File: config.mk
export PLATFORM = sky130hd
export DESIGN_NAME = serial_link_phy_clk_cfg
export DESIGN_NICKNAME = d
export VERILOG_FILES = /design/src/rtl/serial_link_phy_clk_cfg.sv
export SDC_FILE = /design/constraint.sdc
export NUM_CORES = 1
export LEC_CHECK = 0
export CAP_MARGIN = 20
export CORE_MARGIN = 5
export CORE_UTILIZATION = 54
export CTS_CLUSTER_DIAMETER = 80
export DETAILED_ROUTE_END_ITERATION = 12
export PLACE_DENSITY = 0.84
export SETUP_SLACK_MARGIN = 0.15
export SLEW_MARGIN = 25
export SYNTH_ARGS = -nofsm -noshare
export SYNTH_HDL_FRONTEND = slang
export SYNTH_SLANG_ARGS = --single-unit
File: constraint.sdc
create_clock -name clk_i -period 3 [get_ports clk_i]
set_input_delay 0.3 -clock clk_i [delete_from_list [all_inputs] [get_ports clk_i]]
set_output_delay 0.3 -clock clk_i [all_outputs]
set_load 0.01 [all_outputs]
File: src/rtl/serial_link_phy_clk_cfg.sv
// Run-time TX clock configuration controller for the serial link PHY.
// New divider/shift settings are swapped in only after the stream is drained and the PHY has idled.
module serial_link_phy_clk_cfg #(
  parameter int unsigned MaxClkDiv         = 32,
  parameter int unsigned DefaultClkDiv     = 8,
  parameter int unsigned DefaultShiftStart = 2,
  parameter int unsigned DefaultShiftEnd   = 6,
  parameter int unsigned SettleCycles      = 4,
  parameter int unsigned CfgW              = $clog2(MaxClkDiv) + 1
) (
  input  logic            clk_i,
  input  logic            rst_ni,
  input  logic [CfgW-1:0] cfg_clk_div_i,
  input  logic [CfgW-1:0] cfg_shift_start_i,
  input  logic [CfgW-1:0] cfg_shift_end_i,
  input  logic            cfg_update_i,
  input  logic            up_valid_i,
  output logic            up_ready_o,
  output logic            phy_valid_o,
  input  logic            phy_ready_i,
  output logic [CfgW-1:0] clk_div_o,
  output logic [CfgW-1:0] clk_shift_start_o,
  output logic [CfgW-1:0] clk_shift_end_o,
  output logic            busy_o,
  output logic            done_o,
  output logic            cfg_err_o
);

  localparam int unsigned CntW = (SettleCycles > 1) ? $clog2(SettleCycles) : 1;
  localparam logic [CntW-1:0] CntLast = CntW'(SettleCycles - 1);

  if ((DefaultClkDiv < 2) || (DefaultClkDiv > MaxClkDiv)) begin : g_bad_default_div
    $error("DefaultClkDiv out of range");
  end
  if ((DefaultShiftStart >= DefaultClkDiv) || (DefaultShiftEnd >= DefaultClkDiv) ||
      (DefaultShiftStart == DefaultShiftEnd)) begin : g_bad_default_shift
    $error("Default shifts must be distinct and below DefaultClkDiv");
  end
  if (SettleCycles < 1) begin : g_bad_settle
    $error("SettleCycles must be at least 1");
  end

  typedef enum logic [1:0] {RUN, DRAIN, SETTLE, APPLY} state_t;

  state_t          state_reg;
  logic [CntW-1:0] settle_cnt_reg;
  logic [CfgW-1:0] div_reg, start_reg, end_reg;
  logic [CfgW-1:0] shadow_div_reg, shadow_start_reg, shadow_end_reg;
  logic            busy_reg, done_reg, err_reg;
  logic            req_ok;
  logic            pass_through;

  assign req_ok = (cfg_clk_div_i >= CfgW'(2)) &&
                  (cfg_clk_div_i <= CfgW'(MaxClkDiv)) &&
                  (cfg_shift_start_i < cfg_clk_div_i) &&
                  (cfg_shift_end_i < cfg_clk_div_i) &&
                  (cfg_shift_start_i != cfg_shift_end_i);

  // The in-flight beat may still complete while draining; afterwards the PHY sees idle.
  assign pass_through = (state_reg == RUN) || (state_reg == DRAIN);
  assign phy_valid_o  = pass_through & up_valid_i;
  assign up_ready_o   = pass_through & phy_ready_i;

  always_ff @(posedge clk_i or negedge rst_ni) begin
    if (!rst_ni) begin
      state_reg        <= RUN;
      settle_cnt_reg   <= '0;
      div_reg          <= CfgW'(DefaultClkDiv);
      start_reg        <= CfgW'(DefaultShiftStart);
      end_reg          <= CfgW'(DefaultShiftEnd);
      shadow_div_reg   <= CfgW'(DefaultClkDiv);
      shadow_start_reg <= CfgW'(DefaultShiftStart);
      shadow_end_reg   <= CfgW'(DefaultShiftEnd);
      busy_reg         <= 1'b0;
      done_reg         <= 1'b0;
      err_reg          <= 1'b0;
    end else begin
      done_reg <= 1'b0;
      case (state_reg)
        RUN: begin
          if (cfg_update_i) begin
            if (req_ok) begin
              shadow_div_reg   <= cfg_clk_div_i;
              shadow_start_reg <= cfg_shift_start_i;
              shadow_end_reg   <= cfg_shift_end_i;
              err_reg          <= 1'b0;
              busy_reg         <= 1'b1;
              state_reg        <= DRAIN;
            end else begin
              err_reg <= 1'b1;
            end
          end
        end
        DRAIN: begin
          // Drained once the beat transfers or upstream withdraws it.
          if (!up_valid_i || phy_ready_i) begin
            state_reg <= SETTLE;
          end
        end
        SETTLE: begin
          if (settle_cnt_reg == CntLast) begin
            settle_cnt_reg <= '0;
            state_reg      <= APPLY;
          end else begin
            settle_cnt_reg <= settle_cnt_reg + CntW'(1);
          end
        end
        APPLY: begin
          div_reg   <= shadow_div_reg;
          start_reg <= shadow_start_reg;
          end_reg   <= shadow_end_reg;
          busy_reg  <= 1'b0;
          done_reg  <= 1'b1;
          state_reg <= RUN;
        end
        default: state_reg <= RUN;
      endcase
    end
  end

  assign clk_div_o         = div_reg;
  assign clk_shift_start_o = start_reg;
  assign clk_shift_end_o   = end_reg;
  assign busy_o            = busy_reg;
  assign done_o            = done_reg;
  assign cfg_err_o         = err_reg;

endmodule

==> results of run 1 <==
==> stage by stage <==
stage | util (%) | cell area, um2 | worst slack [ns]
after floorplan | - | 2140 | 0.698
after global placement | 70.4 | 2640 | 0.304
after detailed placement | 70.4 | 2640 | 0.183
after CTS | 72.6 | 2720 | 0.472
after global routing | 72.6 | 2720 | 0.407
final | 72.6 | 2720 | 0.474
==> final cells by class <==
class	count	area, um2
fill	264	1020
tap	48	60.1
inverter	10	37.5
sequential	43	1090
multi-input combinational	101	985
timing repair buffer	48	470
clock buffer	8	80.1
==> layer usage <==
layer / share of wire, % / track usage, %
met1: 41 / 20.7
met2: 52 / 29.4
met3: 4.7 / 4.13
met4: 2.1 / 8.20
met5: 0 / 0
==> cell usage in the layout, fill, tap and decap left out, types with 2 or more instances in the layout <==
cell             synthesis  final
a21oi_1                  5      5
o22ai_1                  2      2
nand2_1                  4      4
nor2_1                   4      4
nand4_1                  2      2
dfrtp_1                 35     35
a31oi_1                  2      2
inv_1                   10     10
ha_1                    15     15
mux2_2                  19     19
nand2b_1                 4      4
mux2_4                   9      9
clkbuf_1                 3      3
dfstp_2                  8      8
buf_4                    0      4
clkdlybuf4s50_1          0     44
xor2_1                   6      6
o21a_1                   2      2
mux2_1                   9      9
clkbuf_8                 0      5
==> cells by family (layout without fill, tap and decap cells) <==
group	Yosys count	count (layout)
DFF	43	43
muxes	38	38
AOI/OAI and AO/OA	22	22
and+or+nand+nor	20	20
adders and majority gates	15	15
buffers and inverters	15	66
xor gates and xnor gates	6	6
==> worst max-delay path by stage <==
stage / start / to / slack, ns / cells after the start
detailed placement: cfg_clk_div_i[5] / shadow_div_reg[1] / 0.18 / 8
global placement: cfg_clk_div_i[5] / shadow_start_reg[2] / 0.30 / 8
CTS: cfg_clk_div_i[5] / shadow_div_reg[1] / 0.47 / 8
floorplan: cfg_clk_div_i[5] / shadow_div_reg[5] / 0.70 / 9
finish: cfg_clk_div_i[5] / shadow_div_reg[1] / 0.47 / 8
global route: cfg_clk_div_i[5] / shadow_div_reg[1] / 0.41 / 8
==> power by group <==
part / internal, uW / leakage (uW) / total [uW] / switching, uW
registers: 901 / 0.000507 / 1050 / 151
logic: 642 / 0.000656 / 1050 / 412
clock network: 165 / 0.0000395 / 345 / 180
==> impl_metrics.py, run 1 <==
metrics = {
    "layout": {
        "fin_cells": 258,
        "final_nets": 247,
        "area_growth_pct": 26.9,
        "drive_above_1_share_pct": 23.8,
        "diodes": 0,
    },
    "synth": {
        "syn_area_um2": 2140,
        "synthTopCellsByCount": "35 x dfrtp_1, 19 x mux2_2, 15 x ha_1",
        "synth.mux.area_fraction_pct": 21.5,
        "yosysMostFrequentCell": "dfrtp_1",
        "synth_xor_area_share_pct": 2.45,
        "ys_ff_latch": 43,
        "synthFlopType": "dfrtp_1",
        "synth_compound_area_share_pct": 7.83,
        "yosysTopAreaCell": "dfrtp_1",
        "synthAdderAreaFrac_pct": 8.76,
        "yosys.area.top_type_share_pct": 40.9,
        "netlist_top_cells_area": "dfrtp_1 41%, mux2_2 10%, dfstp_2 9.8%",
        "syn_nets": 197,
        "synth_edf_count": 0,
        "ys_seq_area_share_pct": 50.7,
        "synth.avg_cell_area_um2": 13.5,
        "synth_warnings": 0,
        "synthSimpleGateAreaFrac_pct": 5.43,
        "postSynthCellCount": 159,
        "synth.distinct_cells": 36,
        "synth-async-reset-ratio_pct": 100,
        "synth_top_family_by_area": "multiplexers",
    },
    "sta": {
        "finalSetupTns_ns": 0,
        "rsz0062_at_grt": "false",
        "slew_viol_final": 0,
        "finalHoldViolCount": 27,
        "worst_slew_pin_slew_ns": 0.529,
        "finalSetupViolCount": 0,
        "fmax_mhz": 396,
        "fin_crit_sh_pct": 84.2,
        "fin_worst_skew_ns": 0.00350,
        "post-route-min-period_ns": 2.53,
        "relSlewSlack_pct": 64.7,
        "worst_hold_slack_ns": -0.0160,
    },
    "setup_path": {
        "reg2reg_slack_ns": 1.12,
        "cp_data_arrival_time_ns": 2.70,
        "start_kind": "primary input",
        "crit_required_ns": 3.17,
        "rr_startpoint": "state_reg[1]",
        "r2r_cells": 4,
        "cpPeakStageDelay_ns": 0.50,
        "worst_setup_path_end_kind": "flop",
        "crit_path_max_fanout": 19,
        "cp_slowest_cell": "clkdlybuf4s50_1",
        "critPathKind": "in2reg",
        "regToRegEndpoint": "shadow_div_reg[1]",
        "cp_top_family": "compound AO/OA/AOI/OAI gates",
        "cp_cell_sequence": "clkdlybuf4s50_1 -> inv_1 -> ha_1 -> a22oi_1 -> o2111ai_2 -> a211oi_2 -> and4_4 -> mux2_1",
        "critPathBufInv": 2,
    },
    "global_route": {
        "grt_pass1_vias": 1527,
        "grtUsageTotal_pct": 17.4,
        "grt_start_max_net_pins": 44,
        "grt_first_pass_wirelength_um": 7120,
        "overflow": 0,
        "antenna_found_initial": 0,
    },
    "power_and_ir_drop": {
        "total_power_uw": 2450,
        "power_density_nw_per_um2": 902,
        "p_leak_uw": 0.00120,
        "irDropWorstVdd_mv": 0.483,
    },
    "clocking": {
        "cts_hold_buf": 0,
        "clkSinkCount": 43,
        "htree_num_levels": 2,
        "numCtsBuffers": 5,
        "cts-resized-gates": 0,
        "root_buffer": "clkbuf_8",
        "cts_buffer_depth": 2,
        "clkTransAtPathRegs_ns": 0.07,
        "cts_setup_buffers": 0,
        "insertion_delay_ns": 0.29,
        "cts_tree": "done",
    },
    "status": {
        "status": "finished with violations",
        "violations": "negative hold slack",
    },
    "route": {
        "num_vias": 1404,
        "drc": 0,
        "viasPerCell": 5.44,
        "drtIter0Drc": 52,
        "ant_nets": 0,
        "routed_wl_um": 4210,
        "wl_per_cell_um": 16.3,
        "drt_pass1_iterations": 4,
    },
    "floorplanning": {
        "die_h_um": 73.0,
        "dieArea_um2": 5330,
        "start_util_pct": 57.2,
        "core_region_area_um2": 3740,
        "ios": 46,
        "fp-row-count": 22,
        "die_w_um": 73.0,
    },
    "job": {
        "maxCapViolCount": 0,
    },
    "worst_hold_path": {
        "hp-class": "in2async",
    },
    "placed_design": {
        "port_buffers": 45,
        "place_inst": 250,
        "dpl.hpwl_um": 3200,
        "gp_congestion": 0.835,
    },
}
Note: power is estimated with default switching activity, not from simulation.
==> run 2: changes to the inputs <==
Settings changed: CORE_UTILIZATION 54 to 45, PLACE_DENSITY 0.84 to 0.75.
Clock period 3 ns to 2.25 ns, I/O delays scaled along.
==> impl_metrics.py, run 2 (synthesis gave the netlist of run 1 again) <==
metrics = {
    "sta": {
        "fin_crit_sh_pct": 91.9,
        "finalSetupViolCount": 0,
        "worst_hold_slack_ns": 0.343,
        "relSlewSlack_pct": 64.2,
        "worst_slew_pin_slew_ns": 0.537,
        "fin_worst_skew_ns": 0.00851,
        "finalHoldViolCount": 0,
        "fmax_mhz": 484,
        "slew_viol_final": 0,
        "post-route-min-period_ns": 2.07,
        "rsz0062_at_grt": "false",
    },
    "layout": {
        "fin_util_pct": 64.3,
        "final_common_cell": "dfrtp_1",
        "diodes": 0,
        "drive_above_1_share_pct": 33.8,
        "area_growth_pct": 40.0,
        "mostFrequentLayoutCells": "35 x dfrtp_1, 34 x clkdlybuf4s50_1, 19 x mux2_2, 15 x buf_4, 10 x ha_1",
        "final_nets": 262,
    },
    "route": {
        "wl_per_cell_um": 17.3,
        "routed_wl_um": 4820,
        "num_vias": 1479,
        "viasPerCell": 5.30,
        "drtIter0Drc": 37,
        "drt_pass1_iterations": 4,
        "drc": 0,
        "ant_nets": 0,
    },
    "power_and_ir_drop": {
        "p_int_uw": 2560,
        "power_density_nw_per_um2": 1200,
        "power_switching_share_pct": 29.2,
        "clock_power_share_pct": 19.8,
        "combPwrFrac_pct": 41.2,
        "p_leak_uw": 0.00135,
        "irDropWorstVdd_mv": 0.529,
        "p_seq_share_pct": 39.0,
        "p_sw_uw": 1060,
    },
    "global_route": {
        "met3_usage_pct": 4.20,
        "met2_usage_pct": 29.3,
        "grt_first_pass_wirelength_um": 7910,
        "top_usage_layer": "met2",
        "grtUsageMet1_pct": 18.9,
        "antenna_found_initial": 0,
        "grt_pass1_vias": 1646,
        "overflow": 0,
        "grtUsageTotal_pct": 16.4,
        "grt_start_max_net_pins": 44,
    },
    "clocking": {
        "root_buffer": "clkbuf_8",
        "numCtsBuffers": 5,
        "clkTransAtPathRegs_ns": 0.07,
        "cts_buffer_depth": 2,
        "clkSinkCount": 43,
        "insertion_delay_ns": 0.30,
        "htree_num_levels": 2,
        "cts_tree": "done",
    },
    "status": {
        "status": "complete, no violations",
    },
    "setup_path": {
        "regToRegEndpoint": "clk_shift_start_o[3]",
        "r2r_cells": 3,
        "crit_path_max_fanout": 8,
        "rr_startpoint": "state_reg[0]",
        "cp_data_arrival_time_ns": 2.25,
        "cp-endpoint": "shadow_div_reg[0]",
        "critPathKind": "in2reg",
        "crit_start": "cfg_shift_end_i[2]",
        "reg2reg_slack_ns": 0.56,
        "start_kind": "primary input",
        "crit_required_ns": 2.43,
        "worst_setup_path_end_kind": "flop",
    },
    "placed_design": {
        "dpl.hpwl_um": 3620,
        "port_buffers": 45,
        "gp_congestion": 0.778,
    },
    "floorplanning": {
        "ios": 46,
        "dieArea_um2": 6240,
        "die_h_um": 79.0,
        "fp-row-count": 25,
        "core_region_area_um2": 4660,
        "die_w_um": 79.0,
        "start_util_pct": 46.0,
    },
    "job": {
        "maxCapViolCount": 0,
    },
    "worst_hold_path": {
        "hp-class": "in2reg",
    },
}
## run 2: cell types whose count changed in the layout (fill, tap and decap cells not counted), moves of 2 or more
cell             delta
buf_12              +2
buf_4              +11
bufinv_16           +2
clkbuf_1            -3
clkdlybuf4s50_1    -10
dlygate4sd2_1       +7
dlymetal6s2s_1      +3
ha_1                -5
ha_4                +4
inv_1               -3
inv_2               +3
## run 2: how the worst min path moves through the flow
stage	start	to	slack, ns	cells after the start
after global placement	rst_ni	shadow_div_reg[5]	0.39	1
after detailed placement	rst_ni	clk_div_o[5]	0.42	1
after CTS	rst_ni	shadow_start_reg[5]	0.09	1
after floorplan	rst_ni	busy_o	-0.07	0
final	cfg_clk_div_i[2]	shadow_div_reg[2]	0.34	3
after global routing	cfg_clk_div_i[2]	shadow_div_reg[2]	0.35	3
## run 2: per-stage QoR
| step | TNS [ns] | area (um2) | cells | setup slack [ns] | power [uW] |
|---|---|---|---|---|---|
| 6_report | 0 | 3000 | 279 | 0.183 | 3610 |
| 5_1_grt | 0 | 3000 | 279 | 0.161 | 3840 |
| 4_1_cts | 0 | 2970 | 278 | 0.170 | 3620 |
| 3_5_place_dp | -5.08 | 2780 | 268 | -0.308 | 2870 |
| 3_3_place_gp | -2.85 | 2780 | 268 | -0.183 | 2790 |
| 2_1_floorplan | 0 | 2160 | 159 | 0.160 | 2200 |
## run 2: power groups by stage
stage / clock network (uW) / logic [uW] / registers, uW
global route: 768 / 1610 / 1460
global placement: 0 / 1400 / 1400
detailed placement: 0 / 1450 / 1420
floorplan: 0 / 749 / 1450
CTS: 730 / 1480 / 1410
finish: 717 / 1490 / 1410
## run 2: timing repair
item	4_1_cts	5_1_grt
resized for setup	14	5
setup buffers	1	0
hold buffers	0	1
cloned	1	0
hold endpoints to repair	0	35
setup endpoints to repair	20	18
pin swaps	5	2
## run 2: cell type report
type / count / area [um2]
multi-input cells: 101 / 1040
clock buffers: 5 / 68.8
clock inverters: 3 / 67.6
well taps: 54 / 67.6
fillers: 354 / 1660
inverters: 10 / 37.5
flip-flops and latches: 43 / 1090
repair buffers: 63 / 629
## run 2: routing by layer
layer / vias up / part of all wire [%] / wire length (um)
met5: - / 0 / 0
met4: 0 / 2.0 / 97
met3: 9 / 3.5 / 169
met2: 27 / 53 / 2540
met1: 744 / 42 / 2010
li1: 699 / - / -
## run 2: worst max-delay path, stage by stage
cell             delay [ns]
clkdlybuf4s50_1        0.51
ha_1                   0.23
a21oi_1                0.14
o22ai_1                0.11
a211oi_2               0.25
and4_4                 0.33
buf_12                 0.14
mux2_1                 0.31
==> run 3: changes to the inputs <==
Settings changed: CORE_UTILIZATION 45 to 54, PLACE_DENSITY 0.75 to 0.84.
Clock period 2.25 ns to 2.55 ns, I/O delays scaled along.
==> impl_metrics.py, run 3 (synthesis gave the netlist of run 1 again) <==
metrics = {
    "status": {
        "status": "complete, no violations",
    },
    "power_and_ir_drop": {
        "p_leak_uw": 0.00127,
        "power_density_nw_per_um2": 1080,
        "total_power_uw": 3090,
        "irDropWorstVdd_mv": 0.682,
    },
    "floorplanning": {
        "die_w_um": 73.0,
        "dieArea_um2": 5330,
        "core_region_area_um2": 3740,
        "die_h_um": 73.0,
        "ios": 46,
        "start_util_pct": 57.2,
        "fp-row-count": 22,
    },
    "layout": {
        "drive_above_1_share_pct": 28.0,
        "final_nets": 255,
        "diodes": 0,
        "final_common_cell": "clkdlybuf4s50_1",
        "mostFrequentLayoutCells": "44 x clkdlybuf4s50_1, 35 x dfrtp_1, 19 x mux2_2, 15 x ha_1, 10 x inv_1",
        "area_growth_pct": 33.0,
        "fin_cells": 266,
    },
    "route": {
        "viasPerCell": 5.66,
        "drt_pass1_iterations": 4,
        "wl_met3_um": 235,
        "drc": 0,
        "routed_wl_um": 4840,
        "m1WireLength_um": 1930,
        "wl_met2_um": 2600,
        "wl_per_cell_um": 18.2,
        "ant_nets": 0,
        "dr.max_layer_used": "met4",
        "drtIter0Drc": 47,
        "num_vias": 1506,
    },
    "setup_path": {
        "cp_top_family": "buffers and inverters",
        "rr_startpoint": "state_reg[0]",
        "cp_data_arrival_time_ns": 2.50,
        "crit_required_ns": 2.73,
        "critPathKind": "in2reg",
        "cpPeakStageDelay_ns": 0.52,
        "cp_cell_sequence": "clkdlybuf4s50_1 -> inv_1 -> ha_1 -> a21oi_1 -> o22ai_1 -> a211oi_2 -> and4_4 -> buf_12 -> mux2_1",
        "reg2reg_slack_ns": 0.72,
        "regToRegEndpoint": "shadow_div_reg[1]",
        "r2r_cells": 5,
        "worst-path-stages": 9,
        "start_kind": "primary input",
        "critPathBufInv": 3,
        "crit_path_max_fanout": 11,
        "worst_setup_path_end_kind": "flop",
        "cp_slowest_cell": "clkdlybuf4s50_1",
    },
    "placed_design": {
        "port_buffers": 45,
        "place_inst": 257,
        "dpl.hpwl_um": 3620,
        "gp_congestion": 0.886,
    },
    "sta": {
        "fin_crit_sh_pct": 90.9,
        "finalSetupViolCount": 0,
        "finalHoldViolCount": 0,
        "fmax_mhz": 432,
        "post-route-min-period_ns": 2.32,
        "worst_slew_pin_slew_ns": 0.584,
        "relSlewSlack_pct": 61.1,
        "rsz0062_at_grt": "false",
        "fin_worst_skew_ns": 0.00551,
        "slew_viol_final": 0,
    },
    "clocking": {
        "clkSinkCount": 43,
        "root_buffer": "clkbuf_8",
        "numCtsBuffers": 5,
        "cts_tree": "done",
        "clkTransAtPathRegs_ns": 0.08,
        "insertion_delay_ns": 0.30,
        "cts_buffer_depth": 2,
        "htree_num_levels": 2,
    },
    "job": {
        "maxCapViolCount": 0,
    },
    "global_route": {
        "antenna_found_initial": 0,
        "grt_start_max_net_pins": 44,
        "overflow": 0,
        "grtUsageTotal_pct": 19.2,
        "grt_pass1_vias": 1653,
        "grt_first_pass_wirelength_um": 7800,
    },
    "worst_hold_path": {
        "hp-class": "in2async",
    },
}
[run 3: worst register-to-register path: cells and delay by family (launching register included)]
family        cells  cell delay [ns]
mux               1             0.33
fa+ha+maj         1             0.36
buf+inv           2             0.28
flops             1             0.43
simple gates      1             0.33
[run 3: power by group]
group	internal (uW)	leakage [uW]	total [uW]	switching, uW
combinational	775	0.000702	1290	512
clock	317	0.0000612	548	231
sequential	1060	0.000507	1250	193
total	2150	0.00127	3090	936
[run 3: through the flow]
stage | TNS, ns | hold slack [ns] | instance area, um2 | setup WS (ns) | util (%)
finish | 0 | 0.475 | 2850 | 0.233 | 76.1
global route | 0 | 0.499 | 2850 | 0.170 | 76.1
CTS | 0 | 0.119 | 2840 | 0.193 | 75.8
detailed placement | -1.87 | 0.444 | 2710 | -0.134 | 72.5
global placement | -0.000864 | 0.418 | 2710 | -0.000553 | 72.5
floorplan | 0 | -0.0406 | 2140 | 0.293 | -
[run 3: layout make-up]
cell class	count	area, um2
inverters	10	37.5
clock buffers	6	82.6
well taps	48	60.1
clock inverters	2	35.0
fillers	249	895
repair buffers	56	558
flip-flops and latches	43	1090
multi-input cells	101	990
[run 3: worst max path at each step]
stage | to | startpoint | slack, ns
after detailed placement | shadow_div_reg[1] | cfg_clk_div_i[5] | -0.13
after CTS | shadow_start_reg[4] | cfg_clk_div_i[5] | 0.19
after global routing | shadow_div_reg[0] | cfg_clk_div_i[5] | 0.17
final | shadow_div_reg[1] | cfg_clk_div_i[3] | 0.23
after global placement | shadow_div_reg[1] | cfg_clk_div_i[5] | -0.0006
after floorplan | shadow_div_reg[5] | cfg_clk_div_i[5] | 0.29
[run 3: timing repair]
item | in CTS | in global routing
hold buffers | 0 | 1
gates resized for setup | 1 | 0
pin swaps | 0 | 1
hold endpoints to repair | 0 | 35
gates cloned | 0 | 0
endpoints found under the setup margin | 5 | 7
setup buffers | 0 | 0
[run 3: metal layers]
metal	up-vias	track usage, %
li1	685	-
met1	760	21.5
met2	51	34.6
met3	10	5.65
met4	0	5.94
met5	-	0
